===== src/rtl/trdb_pkt_arbiter.sv =====
// trdb_pkt_arbiter
//   Round-robin arbiter that merges the trace packet producers (instruction
//   encoder, user packets, status/timer source) onto the single packet output
//   feeding the host-side sink. It holds one output register, runs a flush
//   sequence that drains the register before trace stops, and keeps a
//   saturating count of packets handed to the sink.
//
// Ports
//   clk_i, rst_i       clock, synchronous active-high reset
//   enable_i           arbitration enable
//   flush_i            drain request (pulse or level)
//   flush_done_o       one-cycle pulse when the drain has completed
//   req_valid_i        per-requester valid
//   req_packet_i       requester k packet at [k*PKT_W +: PKT_W]
//   req_ready_o        per-requester accept (one-hot or zero)
//   pkt_valid_o        output packet valid
//   pkt_data_o         output packet
//   pkt_src_o          requester index of pkt_data_o
//   pkt_ready_i        sink accepts packet
//   busy_o             output register full or flush in progress
//   cnt_clr_i          clear packet counter
//   pkt_count_o        packets handed to sink, saturating
module trdb_pkt_arbiter #(
    parameter int N_REQ = 3,
    parameter int PKT_W = 128,
    parameter int CNT_W = 16,
    parameter int SRC_W = (N_REQ > 1) ? $clog2(N_REQ) : 1
) (
    input  logic                   clk_i,
    input  logic                   rst_i,
    input  logic                   enable_i,
    input  logic                   flush_i,
    output logic                   flush_done_o,
    input  logic [N_REQ-1:0]       req_valid_i,
    input  logic [N_REQ*PKT_W-1:0] req_packet_i,
    output logic [N_REQ-1:0]       req_ready_o,
    output logic                   pkt_valid_o,
    output logic [PKT_W-1:0]       pkt_data_o,
    output logic [SRC_W-1:0]       pkt_src_o,
    input  logic                   pkt_ready_i,
    output logic                   busy_o,
    input  logic                   cnt_clr_i,
    output logic [CNT_W-1:0]       pkt_count_o
);

    localparam int unsigned NREQ_U = N_REQ;

    typedef enum logic [1:0] {
        ST_IDLE,
        ST_RUN,
        ST_FLUSH,
        ST_DONE
    } state_t;

    state_t           state_q;
    state_t           state_d;
    logic [SRC_W-1:0] ptr_q;
    logic [SRC_W-1:0] grant_idx;
    logic [SRC_W-1:0] cand_idx;
    logic             grant_found;
    logic             grant;
    logic             slot_free;
    logic             handshake;

    assign slot_free = !pkt_valid_o || pkt_ready_i;
    assign handshake = pkt_valid_o && pkt_ready_i;

    // Rotating search starting at ptr_q; the first valid requester wins.
    always_comb begin
        grant_found = 1'b0;
        grant_idx   = '0;
        cand_idx    = '0;
        for (int unsigned i = 0; i < NREQ_U; i++) begin
            cand_idx = SRC_W'((32'(ptr_q) + i) % NREQ_U);
            if (!grant_found && req_valid_i[cand_idx]) begin
                grant_found = 1'b1;
                grant_idx   = cand_idx;
            end
        end
    end

    assign grant = (state_q == ST_RUN) && slot_free && grant_found;

    always_comb begin
        req_ready_o = '0;
        if (grant) begin
            req_ready_o[grant_idx] = 1'b1;
        end
    end

    always_comb begin
        state_d      = state_q;
        flush_done_o = 1'b0;
        case (state_q)
            ST_IDLE: begin
                if (flush_i) begin
                    state_d = ST_FLUSH;
                end else if (enable_i) begin
                    state_d = ST_RUN;
                end
            end
            ST_RUN: begin
                if (flush_i) begin
                    state_d = ST_FLUSH;
                end else if (!enable_i) begin
                    state_d = ST_IDLE;
                end
            end
            ST_FLUSH: begin
                // No grants here, so a free slot means the register is
                // empty at the next edge (including via this cycle's handshake).
                if (slot_free) begin
                    state_d = ST_DONE;
                end
            end
            ST_DONE: begin
                flush_done_o = 1'b1;
                state_d      = enable_i ? ST_RUN : ST_IDLE;
            end
            default: state_d = ST_IDLE;
        endcase
    end

    always_ff @(posedge clk_i) begin
        if (rst_i) begin
            state_q <= ST_IDLE;
        end else begin
            state_q <= state_d;
        end
    end

    // Output register and round-robin pointer
    always_ff @(posedge clk_i) begin
        if (rst_i) begin
            pkt_valid_o <= 1'b0;
            pkt_data_o  <= '0;
            pkt_src_o   <= '0;
            ptr_q       <= '0;
        end else if (grant) begin
            pkt_valid_o <= 1'b1;
            pkt_data_o  <= req_packet_i[32'(grant_idx)*PKT_W +: PKT_W];
            pkt_src_o   <= grant_idx;
            ptr_q       <= (32'(grant_idx) == NREQ_U - 1) ? '0 : grant_idx + 1'b1;
        end else if (handshake) begin
            pkt_valid_o <= 1'b0;
        end
    end

    always_ff @(posedge clk_i) begin
        if (rst_i || cnt_clr_i) begin
            pkt_count_o <= '0;
        end else if (handshake && (pkt_count_o != '1)) begin
            pkt_count_o <= pkt_count_o + 1'b1;
        end
    end

    assign busy_o = pkt_valid_o || (state_q == ST_FLUSH);

endmodule

===== config.mk =====
export PLATFORM = sky130hd
export DESIGN_NAME = trdb_pkt_arbiter
export DESIGN_NICKNAME = d
export VERILOG_FILES = /design/src/rtl/trdb_pkt_arbiter.sv
export SDC_FILE = /design/constraint.sdc
export NUM_CORES = 1
export LEC_CHECK = 0
export BUFFER_PORTS_ARGS = -buffer_cell sky130_fd_sc_hd__buf_4
export CORE_AREA = 4 4 208 210
export DETAILED_ROUTE_END_ITERATION = 10
export DIE_AREA = 0 0 212 214
export GPL_TIMING_DRIVEN = 0
export HOLD_SLACK_MARGIN = 0.03
export PLACE_DENSITY = 0.48
export REMOVE_ABC_BUFFERS = 1
export SLEW_MARGIN = 20
export SYNTH_ARGS = -nofsm -noshare
export SYNTH_HDL_FRONTEND = slang
export SYNTH_SLANG_ARGS = --single-unit

===== constraint.sdc =====
create_clock -name clk_i -period 7.2 [get_ports clk_i]
set_clock_uncertainty 0.2 [all_clocks]
set_input_delay 0.72 -clock clk_i [delete_from_list [all_inputs] [get_ports clk_i]]
set_output_delay 0.72 -clock clk_i [all_outputs]
set_load 0.01 [all_outputs]

==> summary.json <==
{
  "num_rows": 75,
  "grt_pass1_wl_mm": 84.7,
  "share_of_total_power_in_the_clock_network": 0.325,
  "globalplace.congestion": 0.807,
  "critPathCaptureType": "flop",
  "total_number_of_yosys_warnings": 0,
  "synthArstFlopShare": 0,
  "p_sw_frac": 0.348,
  "post-route-period-util": 0.603,
  "fp.dieH_um": 214,
  "power_report.internal_total_w": 0.00198,
  "synth_area_sq_um": 10100,
  "postRouteAntennaNets": 0,
  "reg2reg_setup_slack_ps": 2860,
  "min_path_type": "input pin to flop",
  "area_growth_pct": 60.0,
  "critical_path_arrival_ps": 4570,
  "cts_tree": "done",
  "io_pins": 545,
  "die_width_um": 212,
  "globalRouteOverflowTotal": 0,
  "rsz0062_at_grt": "no",
  "critical_path.max_fanout": 47,
  "seq_power_share": 0.301,
  "synth.top_cells.by_area": "sky130_fd_sc_hd__dfxtp_1, sky130_fd_sc_hd__a31oi_1, sky130_fd_sc_hd__a222oi_1",
  "clkSlewWorstSetupHoldPaths_ps": 70,
  "dp_hpwl_mm": 40.2,
  "floorplan.die_area_sq_um": 45400,
  "start_util": 0.242,
  "grt_start_max_net_pins": 80,
  "report.final.slew_viol_count": 0,
  "ctsLongestPathBuffers": 2,
  "max_cap_viol_count": 0,
  "synth-edff-count": 0,
  "setup_viol": 0,
  "netlist_instances": 1306,
  "layout.filler_cells": 4296,
  "timing.fmax_mhz": 230,
  "vdd_ir_drop_max_mv": 0.168,
  "power.combinational.fraction": 0.373,
  "worst_slew_margin_rel": 0.270,
  "p_leak_nw": 6.45,
  "finalPower_w": 0.00304,
  "routed_wire_length_per_instance_um": 25.0,
  "p_per_area_nw_per_um2": 188,
  "net-switching-power_w": 0.00106,
  "drc": 0,
  "track_usage": 0.240,
  "core_sq_um": 41600,
  "drive_gt1_frac": 0.370,
  "detail_route.first_pass.iterations": 9,
  "worst_ep_required_time_ps": 7430,
  "finish.net_count": 2146,
  "synth.top_cell.area_share": 0.300,
  "totalWireLength_mm": 57.6,
  "route.detailed.vias_per_inst": 5.92,
  "cts_hold_repair.buffers": 0,
  "synthFlopType": "sky130_fd_sc_hd__dfxtp_1",
  "grt_pass1_vias": 12900,
  "cts_inserted_buffers": 17,
  "syn-mean-instance-area_sq_um": 7.72,
  "drtIter0Drc": 1457,
  "ff_latch_count_synth": 151,
  "period_needed_ps": 4340,
  "cts-root-buf": "sky130_fd_sc_hd__clkbuf_16",
  "portBuffers": 544,
  "fin_hold_ws_ps": 252,
  "worstMarginPinSlew_ps": 1090,
  "via_count": 13600,
  "numClockSinks": 151,
  "setup.worst_path.start_class": "flop",
  "clock_latency_ps": 480,
  "cts.htree.levels": 4,
  "synth_cell_types": 43,
  "synth.largest_area_cell": "sky130_fd_sc_hd__dfxtp_1",
  "worstSetupPathType": "flop to flop",
  "postCtsResizedCells": 0,
  "antenna_found_initial": 2,
  "status": "completed",
  "synth_seq_area_share": 0.300,
  "cts_setup_buffers": 0,
  "final_hold_viol_count": 0
}
worst paths after layout:
check / startpoint / endpoint / depth (start not counted)
worst max-delay path: ptr_q[0]$_SDFFE_PP0P_ / pkt_data_o[0]$_SDFFE_PP0P_ / 10
worst min-delay path: req_packet_i[306] / pkt_data_o[50]$_SDFFE_PP0P_ / 2
worst max register to register: ptr_q[0]$_SDFFE_PP0P_ / pkt_data_o[0]$_SDFFE_PP0P_ / 10
worst min register to register: pkt_data_o[74]$_SDFFE_PP0P_ / pkt_data_o[74]$_SDFFE_PP0P_ / 1
state kept, by name, indices dropped and copies added (netlist names):
register	cells
ptr_q	2
state_q	2
pkt_count_o	16
pkt_data_o	128
pkt_valid_o	1
pkt_src_o	2
power groups by stage:
stage | clock (W) | combinational (W) | sequential [W]
finish | 0.000989 | 0.00113 | 0.000916
global route | 0.00104 | 0.00121 | 0.000922
CTS | 0.00102 | 0.00113 | 0.000916
detailed placement | 0 | 0.00112 | 0.000934
global placement | 0 | 0.000992 | 0.000933
floorplan | 0 | 0.000445 | 0.000954
per-stage QoR:
stage	cell area, sq um	utilization	std cells	TNS (ps)	setup slack [ps]
after floorplan	9300	-	1123	-992570	-7880
after global placement	14100	0.338	2206	-3151760	-24510
after detailed placement	15500	0.374	2268	0	2910
after CTS	16100	0.388	2298	0	2840
after global routing	16100	0.388	2300	0	2700
final	16100	0.388	2300	0	2860
cell type report:
cell class	count	area, sq um	area share
clock buffer	22	474	0.0294
sequential	151	3020	0.187
inverter	6	22.5	0.00140
clock inverter	8	123	0.00760
timing repair buffer	606	5430	0.337
tap	539	674	0.0418
multi-input combinational	966	6380	0.396
antenna	2	5.00	0.000310
metal layers:
metal / track usage / vias to the layer above / share of wire
li1: - / 6173 / -
met1: 0.313 / 6620 / 0.41
met2: 0.379 / 736 / 0.47
met3: 0.0672 / 89 / 0.086
met4: 0.0830 / 0 / 0.031
met5: 0 / - / 0
synthesized netlist by cell type (all sizes together) (6+ instances only):
cell type	number
dfxtp	151
a21oi	69
a31oi	131
clkbuf	139
a222oi	68
nand3	7
buf	44
nand4	72
inv	6
nor2	24
a22oi	60
o21ai	142
a221o	60
nand2	145
a311oi	60
nand2b	7
xor2	8
nor3b	68
logic make-up after synthesis:
group | synth area share
muxes | 0.00497
DFF | 0.300
and+or+nand+nor | 0.180
xor gates and xnor gates | 0.0104
buffers and inverters | 0.0793
AOI/OAI and AO/OA | 0.419
adders and majority gates | 0.00621
critical path, cell delays in order (launching register included):
cell	delay [ps]
sky130_fd_sc_hd__dfxtp_1	340
sky130_fd_sc_hd__inv_1	130
sky130_fd_sc_hd__ha_4	560
sky130_fd_sc_hd__nand3b_1	280
sky130_fd_sc_hd__o21a_4	320
sky130_fd_sc_hd__buf_12	230
sky130_fd_sc_hd__a31oi_4	550
sky130_fd_sc_hd__nand3b_4	720
sky130_fd_sc_hd__buf_16	440
sky130_fd_sc_hd__a21oi_1	290
sky130_fd_sc_hd__a221o_1	150
cells in the final DEF (no fill, tap or decap), types with 4 or more instances in the layout:
master | synthesis | layout
sky130_fd_sc_hd__inv_1 | 6 | 6
sky130_fd_sc_hd__xnor2_1 | 4 | 4
sky130_fd_sc_hd__a22oi_1 | 60 | 60
sky130_fd_sc_hd__nand3_1 | 7 | 7
sky130_fd_sc_hd__nand2_1 | 145 | 145
sky130_fd_sc_hd__buf_8 | 0 | 8
sky130_fd_sc_hd__buf_12 | 0 | 6
sky130_fd_sc_hd__o21ai_0 | 129 | 129
sky130_fd_sc_hd__nand2b_1 | 7 | 7
sky130_fd_sc_hd__ha_1 | 5 | 4
sky130_fd_sc_hd__a21oi_1 | 69 | 69
sky130_fd_sc_hd__a311oi_1 | 60 | 60
sky130_fd_sc_hd__and3_1 | 5 | 4
sky130_fd_sc_hd__a31oi_1 | 131 | 130
sky130_fd_sc_hd__a221o_1 | 60 | 60
sky130_fd_sc_hd__o21ai_1 | 13 | 12
sky130_fd_sc_hd__buf_6 | 6 | 6
sky130_fd_sc_hd__mux2i_1 | 5 | 4
sky130_fd_sc_hd__buf_4 | 3 | 550
sky130_fd_sc_hd__xor2_1 | 8 | 8
sky130_fd_sc_hd__buf_16 | 0 | 36
sky130_fd_sc_hd__nand4_1 | 72 | 72
sky130_fd_sc_hd__dfxtp_1 | 151 | 151
sky130_fd_sc_hd__nor2_1 | 24 | 21
sky130_fd_sc_hd__a222oi_1 | 68 | 68
sky130_fd_sc_hd__clkbuf_16 | 0 | 17
sky130_fd_sc_hd__nor3b_1 | 68 | 68
(Power assumes the default switching activity.)
